File: src/rtl/overlay_compositor_pkg.sv
// Shared constants, wipe state encoding and clamp helpers
// for the emblem overlay path.
package overlay_compositor_pkg;

    localparam logic [5:0] COLOR_TRANSPARENT   = 6'b100001;
    localparam logic [5:0] COLOR_BLACK         = 6'b000000;
    localparam logic [9:0] V_ACTIVE_DEFAULT    = 10'd480;
    localparam logic [9:0] REVEAL_STEP_DEFAULT = 10'd8;

    typedef enum logic [1:0] {
        ST_HIDDEN = 2'd0,
        ST_REVEAL = 2'd1,
        ST_SHOWN  = 2'd2,
        ST_HIDE   = 2'd3
    } wipe_state_t;

    // 11-bit sum so the carry is seen before clamping to lim
    function automatic logic [9:0] sat_add(
        input logic [9:0] a,
        input logic [9:0] b,
        input logic [9:0] lim
    );
        logic [10:0] s;
        s = {1'b0, a} + {1'b0, b};
        return (s >= {1'b0, lim}) ? lim : s[9:0];
    endfunction

    function automatic logic [9:0] floor_sub(
        input logic [9:0] a,
        input logic [9:0] b
    );
        logic [10:0] d;
        d = {1'b0, a} - {1'b0, b};
        return d[10] ? 10'd0 : d[9:0];
    endfunction

endpackage

File: src/rtl/overlay_compositor_if.sv
// Pixel/sync bundle between the timing/overlay side
// and the compositor.
interface overlay_compositor_if;

    logic       enable;
    logic       hsync_in;
    logic       vsync_in;
    logic       active_in;
    logic [9:0] y_in;
    logic [5:0] bg_rgb;
    logic [5:0] ov_rgb;
    logic [5:0] rgb_out;
    logic       hsync_out;
    logic       vsync_out;
    logic       fully_shown;
    logic [9:0] reveal_line;

    modport master (
        output enable, hsync_in, vsync_in, active_in,
        output y_in, bg_rgb, ov_rgb,
        input  rgb_out, hsync_out, vsync_out,
        input  fully_shown, reveal_line
    );

    modport slave (
        input  enable, hsync_in, vsync_in, active_in,
        input  y_in, bg_rgb, ov_rgb,
        output rgb_out, hsync_out, vsync_out,
        output fully_shown, reveal_line
    );

endinterface

File: src/rtl/overlay_compositor_frame_tick_det.sv
// One-cycle pulse on the first low cycle of vsync.
// Shared by the animated overlay blocks.
module frame_tick_det (
    input  logic clk,
    input  logic rst,
    input  logic i_vsync,
    output logic o_tick
);

    logic r_vsync_prev;

    always_ff @(posedge clk or posedge rst) begin
        if (rst) begin
            r_vsync_prev <= 1'b1;
        end else begin
            r_vsync_prev <= i_vsync;
        end
    end

    assign o_tick = r_vsync_prev & ~i_vsync;

endmodule

File: src/rtl/overlay_compositor.sv
// Composites overlay onto background and runs the
// frame-synchronous top-down reveal / bottom-up hide wipe.
module overlay_compositor
    import overlay_compositor_pkg::*;
#(
    parameter logic [5:0] TRANSPARENT = COLOR_TRANSPARENT,
    parameter logic [9:0] REVEAL_STEP = REVEAL_STEP_DEFAULT,
    parameter logic [9:0] V_ACTIVE    = V_ACTIVE_DEFAULT
) (
    input logic                 clk,
    input logic                 rst,
    overlay_compositor_if.slave bus
);

    logic        w_tick;
    wipe_state_t r_state;
    logic [9:0]  r_line;
    logic        r_full;
    logic [9:0]  w_add;
    logic [9:0]  w_sub;
    logic [9:0]  w_first;
    logic [9:0]  w_top;
    logic        w_vis;
    logic [5:0]  w_pix;
    logic [5:0]  r_rgb;
    logic        r_hsync;
    logic        r_vsync;

    frame_tick_det u_tick (
        .clk     (clk),
        .rst     (rst),
        .i_vsync (bus.vsync_in),
        .o_tick  (w_tick)
    );

    assign w_add   = sat_add(r_line, REVEAL_STEP, V_ACTIVE);
    assign w_sub   = floor_sub(r_line, REVEAL_STEP);
    assign w_first = sat_add(10'd0, REVEAL_STEP, V_ACTIVE);
    assign w_top   = floor_sub(V_ACTIVE, REVEAL_STEP);

    always_ff @(posedge clk or posedge rst) begin
        if (rst) begin
            r_state <= ST_HIDDEN;
            r_line  <= 10'd0;
            r_full  <= 1'b0;
        end else if (w_tick) begin
            unique case (r_state)
                ST_HIDDEN: begin
                    if (bus.enable) begin
                        r_state <= ST_REVEAL;
                        r_line  <= w_first;
                    end
                end
                ST_REVEAL: begin
                    if (!bus.enable) begin
                        r_state <= ST_HIDE;
                    end else begin
                        r_line <= w_add;
                        if (w_add == V_ACTIVE) begin
                            r_state <= ST_SHOWN;
                            r_full  <= 1'b1;
                        end
                    end
                end
                ST_SHOWN: begin
                    if (!bus.enable) begin
                        r_state <= ST_HIDE;
                        r_line  <= w_top;
                        r_full  <= 1'b0;
                    end
                end
                ST_HIDE: begin
                    if (bus.enable) begin
                        r_state <= ST_REVEAL;
                    end else begin
                        r_line <= w_sub;
                        if (w_sub == 10'd0) begin
                            r_state <= ST_HIDDEN;
                        end
                    end
                end
            endcase
        end
    end

    assign w_vis = (bus.y_in < r_line);

    always_comb begin
        w_pix = bus.bg_rgb;
        if (!bus.active_in) begin
            w_pix = COLOR_BLACK;
        end else if (w_vis && (bus.ov_rgb != TRANSPARENT)) begin
            w_pix = bus.ov_rgb;
        end
    end

    // Colour and both syncs share one register stage to stay aligned
    always_ff @(posedge clk or posedge rst) begin
        if (rst) begin
            r_rgb   <= COLOR_BLACK;
            r_hsync <= 1'b1;
            r_vsync <= 1'b1;
        end else begin
            r_rgb   <= w_pix;
            r_hsync <= bus.hsync_in;
            r_vsync <= bus.vsync_in;
        end
    end

    assign bus.rgb_out     = r_rgb;
    assign bus.hsync_out   = r_hsync;
    assign bus.vsync_out   = r_vsync;
    assign bus.fully_shown = r_full;
    assign bus.reveal_line = r_line;

endmodule

File: src/flat_wrapper.sv
// flat-port wrapper written by rule: the top's interface ports become plain ports
module overlay_compositor_flat import overlay_compositor_pkg::*;
#(
    parameter logic [5:0] TRANSPARENT = COLOR_TRANSPARENT,
    parameter logic [9:0] REVEAL_STEP = REVEAL_STEP_DEFAULT,
    parameter logic [9:0] V_ACTIVE    = V_ACTIVE_DEFAULT
)
  (clk, rst, bus_enable, bus_hsync_in, bus_vsync_in, bus_active_in, bus_y_in, bus_bg_rgb, bus_ov_rgb, bus_rgb_out, bus_hsync_out, bus_vsync_out, bus_fully_shown, bus_reveal_line);
  overlay_compositor_if bus_i ();
  input logic clk;
  input logic rst;
  input wire logic [$bits(bus_i.enable)-1:0] bus_enable;
  input wire logic [$bits(bus_i.hsync_in)-1:0] bus_hsync_in;
  input wire logic [$bits(bus_i.vsync_in)-1:0] bus_vsync_in;
  input wire logic [$bits(bus_i.active_in)-1:0] bus_active_in;
  input wire logic [$bits(bus_i.y_in)-1:0] bus_y_in;
  input wire logic [$bits(bus_i.bg_rgb)-1:0] bus_bg_rgb;
  input wire logic [$bits(bus_i.ov_rgb)-1:0] bus_ov_rgb;
  output wire logic [$bits(bus_i.rgb_out)-1:0] bus_rgb_out;
  output wire logic [$bits(bus_i.hsync_out)-1:0] bus_hsync_out;
  output wire logic [$bits(bus_i.vsync_out)-1:0] bus_vsync_out;
  output wire logic [$bits(bus_i.fully_shown)-1:0] bus_fully_shown;
  output wire logic [$bits(bus_i.reveal_line)-1:0] bus_reveal_line;
  assign bus_i.enable = bus_enable;
  assign bus_i.hsync_in = bus_hsync_in;
  assign bus_i.vsync_in = bus_vsync_in;
  assign bus_i.active_in = bus_active_in;
  assign bus_i.y_in = bus_y_in;
  assign bus_i.bg_rgb = bus_bg_rgb;
  assign bus_i.ov_rgb = bus_ov_rgb;
  assign bus_rgb_out = bus_i.rgb_out;
  assign bus_hsync_out = bus_i.hsync_out;
  assign bus_vsync_out = bus_i.vsync_out;
  assign bus_fully_shown = bus_i.fully_shown;
  assign bus_reveal_line = bus_i.reveal_line;
  overlay_compositor #(.TRANSPARENT(TRANSPARENT), .REVEAL_STEP(REVEAL_STEP), .V_ACTIVE(V_ACTIVE)) u_core (.clk(clk), .rst(rst), .bus(bus_i));
endmodule
File: config.mk
export PLATFORM = sky130hd
export DESIGN_NAME = overlay_compositor_flat
export DESIGN_NICKNAME = d
export VERILOG_FILES = /design/src/rtl/overlay_compositor_pkg.sv /design/src/rtl/overlay_compositor_if.sv /design/src/rtl/overlay_compositor_frame_tick_det.sv /design/src/rtl/overlay_compositor.sv /design/src/flat_wrapper.sv
export SDC_FILE = /design/constraint.sdc
export NUM_CORES = 1
export LEC_CHECK = 0
export ABC_AREA = 1
export CORE_MARGIN = 8
export CORE_UTILIZATION = 42
export DETAILED_ROUTE_END_ITERATION = 8
export PLACE_DENSITY_LB_ADDON = 0.12
export SYNTH_ARGS = -nofsm -noshare
export SYNTH_HDL_FRONTEND = slang
export SYNTH_SLANG_ARGS = --single-unit
File: constraint.sdc
create_clock -name clk -period 2.3 [get_ports clk]
set_input_delay 0.46 -clock clk [delete_from_list [all_inputs] [get_ports clk]]
set_output_delay 0.46 -clock clk [all_outputs]
set_load 0.02 [all_outputs]
==> results of run 1 <==
-- final timing paths --
check / startpoint / to / slack (ps)
worst max-delay path: u_core.bus.reveal_line[9] / u_core.bus.rgb_out[5] / 380
worst min-delay path: rst / u_core.r_state[0] / 520
worst max register to register: u_core.bus.reveal_line[9] / u_core.bus.rgb_out[5] / 380
worst min register to register: u_core.bus.fully_shown / u_core.bus.fully_shown / 530
max in group asynchronous: rst / u_core.bus.hsync_out / 1510
min in group clk: u_core.bus.fully_shown / u_core.bus.fully_shown / 530
-- power by group through the flow --
stage	clock network [mW]	logic, mW	registers, mW
2_1_floorplan	0	0.955	0.642
3_3_place_gp	0	1.48	0.551
3_5_place_dp	0	1.49	0.550
4_1_cts	0.255	1.49	0.544
5_1_grt	0.269	1.66	0.556
6_report	0.247	1.48	0.544
-- metal layers --
| metal | track usage, % | up-vias |
|---|---|---|
| met3 | 4.90 | 5 |
| met4 | 3.33 | 0 |
| li1 | - | 827 |
| met2 | 22.5 | 41 |
| met5 | 0 | - |
| met1 | 16.1 | 682 |
-- registers in the layout (all words and copies together), names as in the netlist --
name and cells:
u_core.bus.rgb_out 6, u_core.bus.hsync_out 1, u_core.bus.vsync_out 1, u_core.bus.fully_shown 1, u_core.r_state 2, u_core.bus.reveal_line 10
-- layout by cell type (no fill, tap or decap), drive strengths merged, types with 4 or more instances in the layout --
master         netlist  layout
nand3               16      16
nand2               48      48
buf                  4       7
inv                 33      33
dfrtp               19      19
a21oi               17      17
clkdlybuf4s50        0      46
ha                  15      15
nor2                17      17
clkbuf               0       4
nor3                 5       5
o21ai               22      22
-- cell usage after synthesis --
cell and n:
o22ai_1 1, a31oi_1 3, nor4_1 1, o21ai_1 9, buf_2 2, buf_6 1, o221ai_1 2, dfrtp_1 19
clkinv_1 1, nand2_2 7, nand3_1 10, ha_1 15, a22oi_2 1, o21a_1 1, nor2_2 3, inv_1 27
o21ai_2 1, xor2_1 3, nand2_4 1, nand4_1 3, buf_4 1, o21ai_0 12, nor2_1 11, nand3b_1 1
inv_2 6, o211ai_1 1, nand2_1 40, nor3_1 5, a21oi_1 17, xnor2_1 1, dfstp_2 2, nand3_2 6
nor2_4 3
-- critical path, stage by stage (launching register included) --
cell	delay, ps
dfrtp_1	420
inv_1	210
ha_1	280
a21oi_1	120
o21ai_0	110
a21oi_1	180
nand3_1	100
buf_4	170
o21ai_0	150
a21oi_1	60
-- cells by family after synthesis --
group | count (synthesis)
and+or+nand+nor | 91
AOI/OAI and AO/OA | 48
buffers and inverters | 38
DFF | 21
adders and majority gates | 15
xor gates and xnor gates | 4
-- area by class of cell --
type | count | area, um^2
Multi-Input combinational cell | 158 | 958
Clock buffer | 4 | 45.0
Timing Repair Buffer | 53 | 513
Fill cell | 360 | 1480
Tap cell | 48 | 60.1
Sequential cell | 21 | 528
Inverter | 34 | 128
-- metrics by stage --
step | hold slack, ps | cells
3_5_place_dp | 496 | 314
3_3_place_gp | 505 | 314
5_1_grt | 569 | 318
4_1_cts | 530 | 318
2_1_floorplan | 435 | 217
6_report | 518 | 318
==> key figures, run 1 <==
Status
  • Status: finished, final reports clean

STA
  • Slew Viols, Final: 0
  • Clock Skew: slightly below 9 ps
  • Setup-failing EPs final: 0
  • Setup_tns: 0 ps
  • Tcrit/Tclk final: 83.5%
  • Max Fclk: about 520 MHz
  • Min cycle time layout: 1920 ps
  • Worst-Margin Slew: 262 ps
  • RSZ-0062 raised after global routing: false
  • Endpoints failing hold: 0
  • Rel. slew slack: 82.4%
  • Fin worst setup slack: 379 ps

Logic synthesis
  • Synth Area in XOR/XNOR: about 2.1%
  • Simple-Gate Fraction of Synth Area: 28.4%
  • Number of distinct library cells after synthesis: 33
  • Compound-cell area share of the yosys netlist: between 15 and 20%
  • #FFs+latches synth: 21
  • Synth Warn #: 0
  • Area leader, netlist: dfrtp_1
  • Post-Synth Adder-Cell Area: roughly 11%
  • Mux cell area share after synthesis: 0%
  • Largest family of logic cells by synthesized area: simple AND/OR/NAND/NOR gates
  • Top cells by area, synth: dfrtp_1 (29%), ha_1 (11%), nand2_1 (9.1%), inv_1 (6.2%), a21oi_1 (5.2%)
  • Syn avg cell area: approximately 7.6 um^2
  • Post-synth top area share: a little under 30%
  • Post-synthesis net count: 260
  • Post-synthesis cell count: 217
  • Post-synthesis sequential area ratio: between 30% and 40%
  • Post-Syn Area: between 1500 and 2000 um^2

Clock tree
  • Post-CTS Setup Repair Bufs: 0
  • Clock root buffer: clkbuf_8
  • Num CTS Buffers: 3
  • Clock Latency Late Sink: approximately 260 ps
  • Clk sinks: 21
  • CTS tree: yes
  • Htree depth: 1
  • Clock buffer depth: 2
  • Post_cts resized: 0
  • Clock transition at path regs: roughly 80 ps
  • CTS hold repair buffers: 0

Power and ir drop
  • Power per cell area: 1020 nW/um^2
  • Psw: between 1 and 1.5 mW
  • Logic pwr share: around 65%
  • Seq pwr share: 23.9%
  • Leakage: 1.02 nW
  • Clock share of power: approximately 11%
  • Max IR drop VDD: 0.560 mV
  • Final Power: roughly 2.3 mW
  • Switching Share: between 40% and 50%
  • Pint: approximately 1.2 mW

Place
  • DP Area: 2190 um^2
  • Final GP Congestion: about 0.79
  • Post-DP HPWL: approximately 3300 um
  • DP Worst Slack: about 110 ps
  • I/O Buffers: 46

Route
  • Via/cell ratio: 4.89
  • Final ANT Viol Nets: 0
  • Via Count: between 1,500 and 2,000
  • Final wirelength: ~4100 um
  • Drc violations: 0
  • Metal3 WL: around 330 um
  • Met1 wire length: 1870 um
  • Routed length per instance: 12.9 um
  • Wire length on met2: ~1900 um
  • Max Used Layer: met4
  • Drt pass-1 iters: 4
  • Initial drt markers: between 80 and 90

Floorplanning
  • Die ar.: roughly 6200 um^2
  • Initial Utilization: approximately 44%
  • Core ar.: 3720 um^2
  • Die X: 78.5 um
  • Num rows: 22
  • Die height: just under 80 um
  • Ports: between 40 and 50

Worst setup path
  • CP Max Fanout: 12
  • R2r worst-path depth: 9
  • Critical Path End Type: register
  • Worst Setup Start Kind: register
  • Worst endpoint data arrival time: between 2000 and 2500 ps
  • Critical path class: register to register
  • CP Data Required Time: roughly 2500 ps

Final layout
  • Ant diodes: 0
  • Final core utilization: 60.1%
  • Synthesis-to-layout area growth: 35.9%
  • Nets@finish: 314
  • Layout cells sized above 1: ~15%
  • Design Area, Final: between 2000 and 2500 um^2

GRT
  • First-pass GRT wire length: ~7000 um
  • Number of global-route vias before repair: 1,579
  • Pin count of the biggest net entering global routing: 22
  • GRT Resource Usage Total: 13.5%
  • Initial antenna violation count: 0
  • Total gr overflow: 0

Min path
  • Worst hold path class: input port to asynchronous set/reset pin

Flow run
  • Max cap viols: 0
No activity file was read; power rests on OpenSTA's default activity.
==> inputs of run 2 (changes only) <==
- clock period: 2.3 -> 1.9 ns (I/O delays scaled with it)
==> key figures, run 2 (synthesized netlist as in run 1, its figures left out) <==
Floorplanning
  • Die height: 78.5 um (unchanged)
  • Core ar.: 3720 um^2 (unchanged)
  • Initial Utilization: 44.2% (unchanged)
  • Die X: 78.5 um (unchanged)
  • Num rows: 22 (unchanged)
  • Die ar.: 6170 um^2 (unchanged)
  • Ports: 47 (unchanged)

Final layout
  • FILL cells: 341 (was 360)
  • Nets@finish: 324 (was 314)
  • Synthesis-to-layout area growth: 42.7% (was 35.9%)
  • Layout cells sized above 1: 19.6% (was 14.8%)
  • Leading cell types in the layout, fill and taps excluded: clkdlybuf4s50_1 (46), nand2_1 (40), inv_1 (27) (unchanged)
  • Multi-input logic area: 995 um^2 (was 958 um^2)
  • Final core utilization: 63.1% (was 60.1%)
  • Most common cell after layout, fill and taps aside: clkdlybuf4s50_1 (unchanged)
  • Ant diodes: 0 (unchanged)
  • Post-route insts no fill: 328 (was 318)
  • Max reg flops: 10 (unchanged)
  • Seq. cell area: 528 um^2 (unchanged)

Power and ir drop
  • Final Power: 2.92 mW (was 2.28 mW)
  • Leakage: 1.08 nW (was 1.02 nW)
  • Max IR drop VDD: 0.568 mV (was 0.560 mV)
  • Seq pwr share: 21.9% (was 23.9%)
  • Psw: 1.37 mW (was 1.09 mW)
  • Logic pwr share: 67.7% (was 65.3%)
  • Switching Share: 47.0% (was 48.0%)
  • Power per cell area: 1250 nW/um^2 (was 1020 nW/um^2)
  • Pint: 1.55 mW (was 1.18 mW)
  • Clock share of power: 10.4% (was 10.9%)

Clock tree
  • CTS tree: yes (unchanged)
  • Clock transition at path regs: 80 ps (about the same)
  • Htree depth: 1 (unchanged)
  • Clock root buffer: clkbuf_8 (unchanged)
  • Clock Latency Late Sink: 270 ps (was 260 ps)
  • Clk sinks: 21 (unchanged)
  • Clock buffer depth: 2 (unchanged)
  • Num CTS Buffers: 3 (unchanged)
  • CTS hold repair buffers: 0 (unchanged)

Route
  • Drc violations: 0 (unchanged)
  • Via/cell ratio: 4.96 (was 4.89)
  • Drt pass-1 iters: 4 (unchanged)
  • Routed length per instance: 12.8 um (was 12.9 um)
  • Via Count: 1,627 (was 1,555)
  • Final ANT Viol Nets: 0 (unchanged)
  • Initial drt markers: 71 (was 88)
  • Final wirelength: 4210 um (was 4120 um)

Worst setup path
  • CP Data Required Time: 1520 ps (was 2450 ps)
  • Worst reg2reg path startpoint: u_core.bus.reveal_line[3] (was u_core.bus.reveal_line[9])
  • Reg2Reg Setup Slack: 130 ps (was 380 ps)
  • Critical Path End Type: output pin (was register)
  • RR Endpoint: u_core.bus.reveal_line[4] (was u_core.bus.rgb_out[5])
  • R2r worst-path depth: 10 (was 9)
  • Critical path class: register to output pin (was register to register)
  • Worst endpoint data arrival time: 1460 ps (was 2070 ps)
  • End of the critical path: bus_reveal_line[3] (was u_core.bus.rgb_out[5])
  • CP Max Fanout: 3 (was 12)
  • Crit path launch: u_core.bus.reveal_line[3] (was u_core.bus.reveal_line[9])
  • Worst Setup Start Kind: register (unchanged)

GRT
  • GR Util met3: 5.13% (was 4.90%)
  • GRT Resource Usage Total: 13.9% (was 13.5%)
  • Total gr overflow: 0 (unchanged)
  • Pin count of the biggest net entering global routing: 14 (was 22)
  • Initial antenna violation count: 0 (unchanged)
  • Met2 Track Usage GR: 23.4% (was 22.5%)
  • First-pass GRT wire length: 7100 um (was 6960 um)
  • Top Usage Layer GRT: met2 (unchanged)
  • Number of global-route vias before repair: 1,669 (was 1,579)
  • GR Util met1: 16.2% (was 16.1%)

STA
  • Tcrit/Tclk final: between 90% and 100%
  • Fin worst setup slack: 59.7 ps (was 379 ps)
  • Rel. slew slack: 75.2% (was 82.4%)
  • Slew Viols, Final: 0 (unchanged)
  • Endpoints failing hold: 0 (unchanged)
  • Worst-Margin Slew: 371 ps (was 262 ps)
  • RSZ-0062 raised after global routing: false (unchanged)
  • Max Fclk: roughly 540 MHz
  • Clock Skew: 7.21 ps (was 8.79 ps)
  • Worst hold margin: 371 ps (was 518 ps)
  • Min cycle time layout: around 1800 ps
  • Setup-failing EPs final: 0 (unchanged)

Status
  • Status: finished, final reports clean (unchanged)

Min path
  • Worst hold path class: input port to asynchronous set/reset pin (unchanged)

Place
  • Post-DP HPWL: 3420 um (was 3320 um)
  • Placed cell count: 322 (was 314)
  • DP Worst Slack: -320 ps (was 112 ps)
  • I/O Buffers: 46 (unchanged)
  • Final GP Congestion: 0.823 (was 0.790)

Flow run
  • Max cap viols: 0 (unchanged)
[run 2: cell types whose count changed in the layout (fill, tap and decap cells not counted), sizes merged]
cell / before / now
clkbuf: 4 / 3
buf: 7 / 17
clkinv: 1 / 2
[run 2: timing repair]
| item | CTS | global route |
|---|---|---|
| resized for setup | 1 | 6 |
| setup buffers | 0 | 2 |
| gates cloned | 0 | 0 |
| pin swaps | 0 | 0 |
| endpoints found under the setup margin | 5 | 8 |
| hold endpoints to repair | 0 | 0 |
[run 2: worst min path at each step]
stage                                      start                     end  slack (ps)  depth (start not counted)
after floorplan                              rst  u_core.bus.fully_shown         360                          1
after global routing                         rst       u_core.r_state[0]         420                          2
final                                        rst       u_core.r_state[0]         370                          2
after CTS                                    rst       u_core.r_state[0]         400                          2
after detailed placement  u_core.bus.fully_shown  u_core.bus.fully_shown         490                          2
after global placement    u_core.bus.fully_shown  u_core.bus.fully_shown         500                          2
[run 2: cell type report]
type,instances,share of cell area (%)
Timing Repair Buffer,63,25.1
Sequential cell,21,22.5
Tap cell,48,2.56
Inverter,34,5.44
Multi-Input combinational cell,158,42.4
Clock inverter,1,0.213
Clock buffer,3,1.76
[run 2: stage by stage]
stage | cell area [um^2] | TNS, ps
floorplan | 1640 | 0
global placement | 2250 | -1520
global route | 2340 | 0
CTS | 2300 | 0
finish | 2340 | 0
detailed placement | 2250 | -1800
[run 2: critical path: stages (launching register included)]
cell and delay [ps]:
dfrtp_1 400, buf_4 140, buf_4 120, clkdlybuf4s50_1 530
[run 2: power groups by stage]
| stage | logic (mW) | clock network, mW | registers, mW |
|---|---|---|---|
| 2_1_floorplan | 1.16 | 0 | 0.777 |
| 3_3_place_gp | 1.89 | 0 | 0.649 |
| 3_5_place_dp | 1.89 | 0 | 0.650 |
| 4_1_cts | 1.91 | 0.308 | 0.642 |
| 5_1_grt | 2.21 | 0.321 | 0.655 |
| 6_report | 1.98 | 0.304 | 0.640 |
[run 2: metal layers]
metal,vias to the layer above,part of all wire (%)
li1,846,-
met2,37,47
met5,-,0
met3,5,7.2
met4,0,0.81
met1,739,45
==> inputs of run 3 (changes only) <==
- GPL_TIMING_DRIVEN: default -> 0
- clock period: 1.9 -> 2.2 ns (I/O delays scaled with it)
==> key figures, run 3 (synthesized netlist as in run 1, its figures left out) <==
Route
  • Drc violations: 0 (unchanged)
  • Routed length per instance: 13.1 um (was 12.8 um)
  • Via Count: 1,567 (was 1,627)
  • Final ANT Viol Nets: 0 (unchanged)
  • Drt pass-1 iters: 4 (unchanged)
  • Initial drt markers: 70 (was 71)
  • Final wirelength: 4130 um (was 4210 um)
  • Via/cell ratio: 4.97 (was 4.96)

STA
  • Clock Skew: 6.05 ps (was 7.21 ps)
  • Worst hold margin: 521 ps (was 371 ps)
  • Setup-failing EPs final: 0 (unchanged)
  • RSZ-0062 raised after global routing: false (unchanged)
  • Max Fclk: 506 MHz
  • Setup_tns: 0 ps (unchanged)
  • Endpoints failing hold: 0 (unchanged)
  • Slew Viols, Final: 0 (unchanged)
  • Rel. slew slack: 45.5% (was 75.2%)
  • Worst-Margin Slew: 816 ps (was 371 ps)
  • Min cycle time layout: 1980 ps
  • Tcrit/Tclk final: between 80% and 90%

Flow run
  • Max cap viols: 0 (unchanged)

Final layout
  • Nets@finish: 311 (was 324)
  • Multi-input logic area: 958 um^2 (was 995 um^2)
  • Leading cell types in the layout, fill and taps excluded: clkdlybuf4s50_1 (46), nand2_1 (40), inv_1 (27) (unchanged)
  • Seq. cell area: 529 um^2 (was 528 um^2)
  • Ant diodes: 0 (unchanged)
  • Most common cell after layout, fill and taps aside: clkdlybuf4s50_1 (unchanged)
  • FILL cells: 365 (was 341)
  • Max reg flops: 10 (unchanged)
  • Layout cells sized above 1: 14.2% (was 19.6%)
  • Synthesis-to-layout area growth: 34.7% (was 42.7%)

GRT
  • Initial antenna violation count: 0 (unchanged)
  • Number of global-route vias before repair: 1,645 (was 1,669)
  • Pin count of the biggest net entering global routing: 22 (was 14)
  • GRT Resource Usage Total: 14.1% (was 13.9%)
  • First-pass GRT wire length: 7330 um (was 7100 um)
  • Total gr overflow: 0 (unchanged)

Min path
  • Hold worst-path end: u_core.bus.fully_shown
  • Worst hold path class: register to register (was input port to asynchronous set/reset pin)
  • Min-delay src: u_core.bus.fully_shown
  • WHS Path Cells: 2

Floorplanning
  • Core ar.: 3720 um^2 (unchanged)
  • Die ar.: 6170 um^2 (unchanged)
  • Die height: 78.5 um (unchanged)
  • Ports: 47 (unchanged)
  • Num rows: 22 (unchanged)
  • Die X: 78.5 um (unchanged)
  • Initial Utilization: 44.2% (unchanged)

Clock tree
  • Num CTS Buffers: 3 (unchanged)
  • CTS hold repair buffers: 0 (unchanged)
  • Clock Latency Late Sink: 260 ps (was 270 ps)
  • Post-CTS Setup Repair Bufs: 0 (unchanged)
  • Clock transition at path regs: 80 ps (about the same)
  • CTS tree: yes (unchanged)
  • Clock root buffer: clkbuf_8 (unchanged)
  • Post_cts resized: 0 (was 1)
  • Clock buffer depth: 2 (unchanged)
  • Clk sinks: 21 (unchanged)
  • Htree depth: 1 (unchanged)

Worst setup path
  • Crit path cell chain: buf_4, inv_1, ha_1, a21oi_1, o21ai_0, a21oi_1, nand3_1, buf_2, o21ai_0, a21oi_1 (was buf_4, buf_4, clkdlybuf4s50_1)
  • CP Max Fanout: 10 (was 3)
  • CP most frequent cell: a21oi_1 (was buf_4)
  • Slowest stage delay, CP: 350 ps (was 530 ps)
  • Critical path's slowest cell: dfrtp_1 (was clkdlybuf4s50_1)
  • Buf/Inv on CP: 3 (unchanged)
  • Delay-heaviest family, CP: compound AO/OA/AOI/OAI gates (was buffers and inverters)
  • Worst Setup Start Kind: register (unchanged)
  • Reg2Reg Setup Slack: 220 ps (was 130 ps)
  • R2r worst-path depth: 10 (unchanged)
  • Worst endpoint data arrival time: 2130 ps (was 1460 ps)
  • Worst reg2reg path startpoint: u_core.bus.reveal_line[7] (was u_core.bus.reveal_line[3])
  • RR Endpoint: u_core.bus.rgb_out[4] (was u_core.bus.reveal_line[4])
  • Critical path class: register to register (was register to output pin)
  • CP Data Required Time: 2350 ps (was 1520 ps)
  • Critical Path End Type: register (was output pin)

Power and ir drop
  • Final Power: 2.36 mW (was 2.92 mW)
  • Leakage: 1.00 nW (was 1.08 nW)
  • Power per cell area: 1070 nW/um^2 (was 1250 nW/um^2)
  • Max IR drop VDD: 0.451 mV (was 0.568 mV)

Place
  • Post-DP HPWL: 3360 um (was 3420 um)
  • Final GP Congestion: 0.812 (was 0.823)
  • I/O Buffers: 46 (unchanged)

Status
  • Status: finished, final reports clean (unchanged)
[run 3: changes by cell type in the layout (fill, tap and decap cells not counted), sizes merged]
cell	change
buf	-14
clkbuf	+2
clkinv	-1
[run 3: worst register-to-register path, stage by stage (launching register included)]
cell     delay [ps]
dfrtp_1         350
buf_4           170
inv_1            80
ha_1            300
a21oi_1         140
o21ai_0         120
a21oi_1         180
nand3_1         130
buf_2           190
o21ai_0         160
a21oi_1          50
[run 3: power breakdown]
group | internal (mW) | total [mW] | switching [mW]
clock network | 0.129 | 0.258 | 0.129
logic | 0.609 | 1.53 | 0.921
registers | 0.485 | 0.575 | 0.0893
total | 1.22 | 2.36 | 1.14
[run 3: metal layers]
metal  GRT usage (%)  up-vias  share of wire (%)
met5               0        -                  0
met4            3.33        0               0.41
met3            5.35        3                8.2
met2            22.7       41                 45
met1            17.4      702                 46
li1                -      821                  -
[run 3: through the flow]
step	instance area [um^2]	cells	util, %	setup WS (ps)
6_report	2210	315	59.5	222
5_1_grt	2210	315	59.5	2.19
4_1_cts	2210	315	59.4	156
3_5_place_dp	2160	311	58.2	-31.3
3_3_place_gp	2160	311	58.2	-24.1
2_1_floorplan	1640	217	-	304
[run 3: final cells by class]
class                           count  share of cell area, %
Timing Repair Buffer               46                   20.8
Sequential cell                    21                   23.9
Tap cell                           48                   2.71
Inverter                           34                   5.77
Buffer                              4                   1.41
Multi-Input combinational cell    158                   43.3
Clock buffer                        4                   2.04
[run 3: how the worst max path moves through the flow]
stage,start,endpoint,slack [ps],cells past startpoint
final,u_core.bus.reveal_line[7],u_core.bus.rgb_out[4],220,10
after global routing,u_core.bus.reveal_line[7],u_core.bus.rgb_out[1],2,10
after CTS,u_core.bus.reveal_line[5],u_core.bus.rgb_out[3],160,9
after detailed placement,bus_y_in[9],u_core.bus.rgb_out[3],-30,9
after global placement,bus_y_in[7],u_core.bus.rgb_out[3],-20,9
after floorplan,u_core.bus.reveal_line[5],u_core.bus.rgb_out[1],300,9
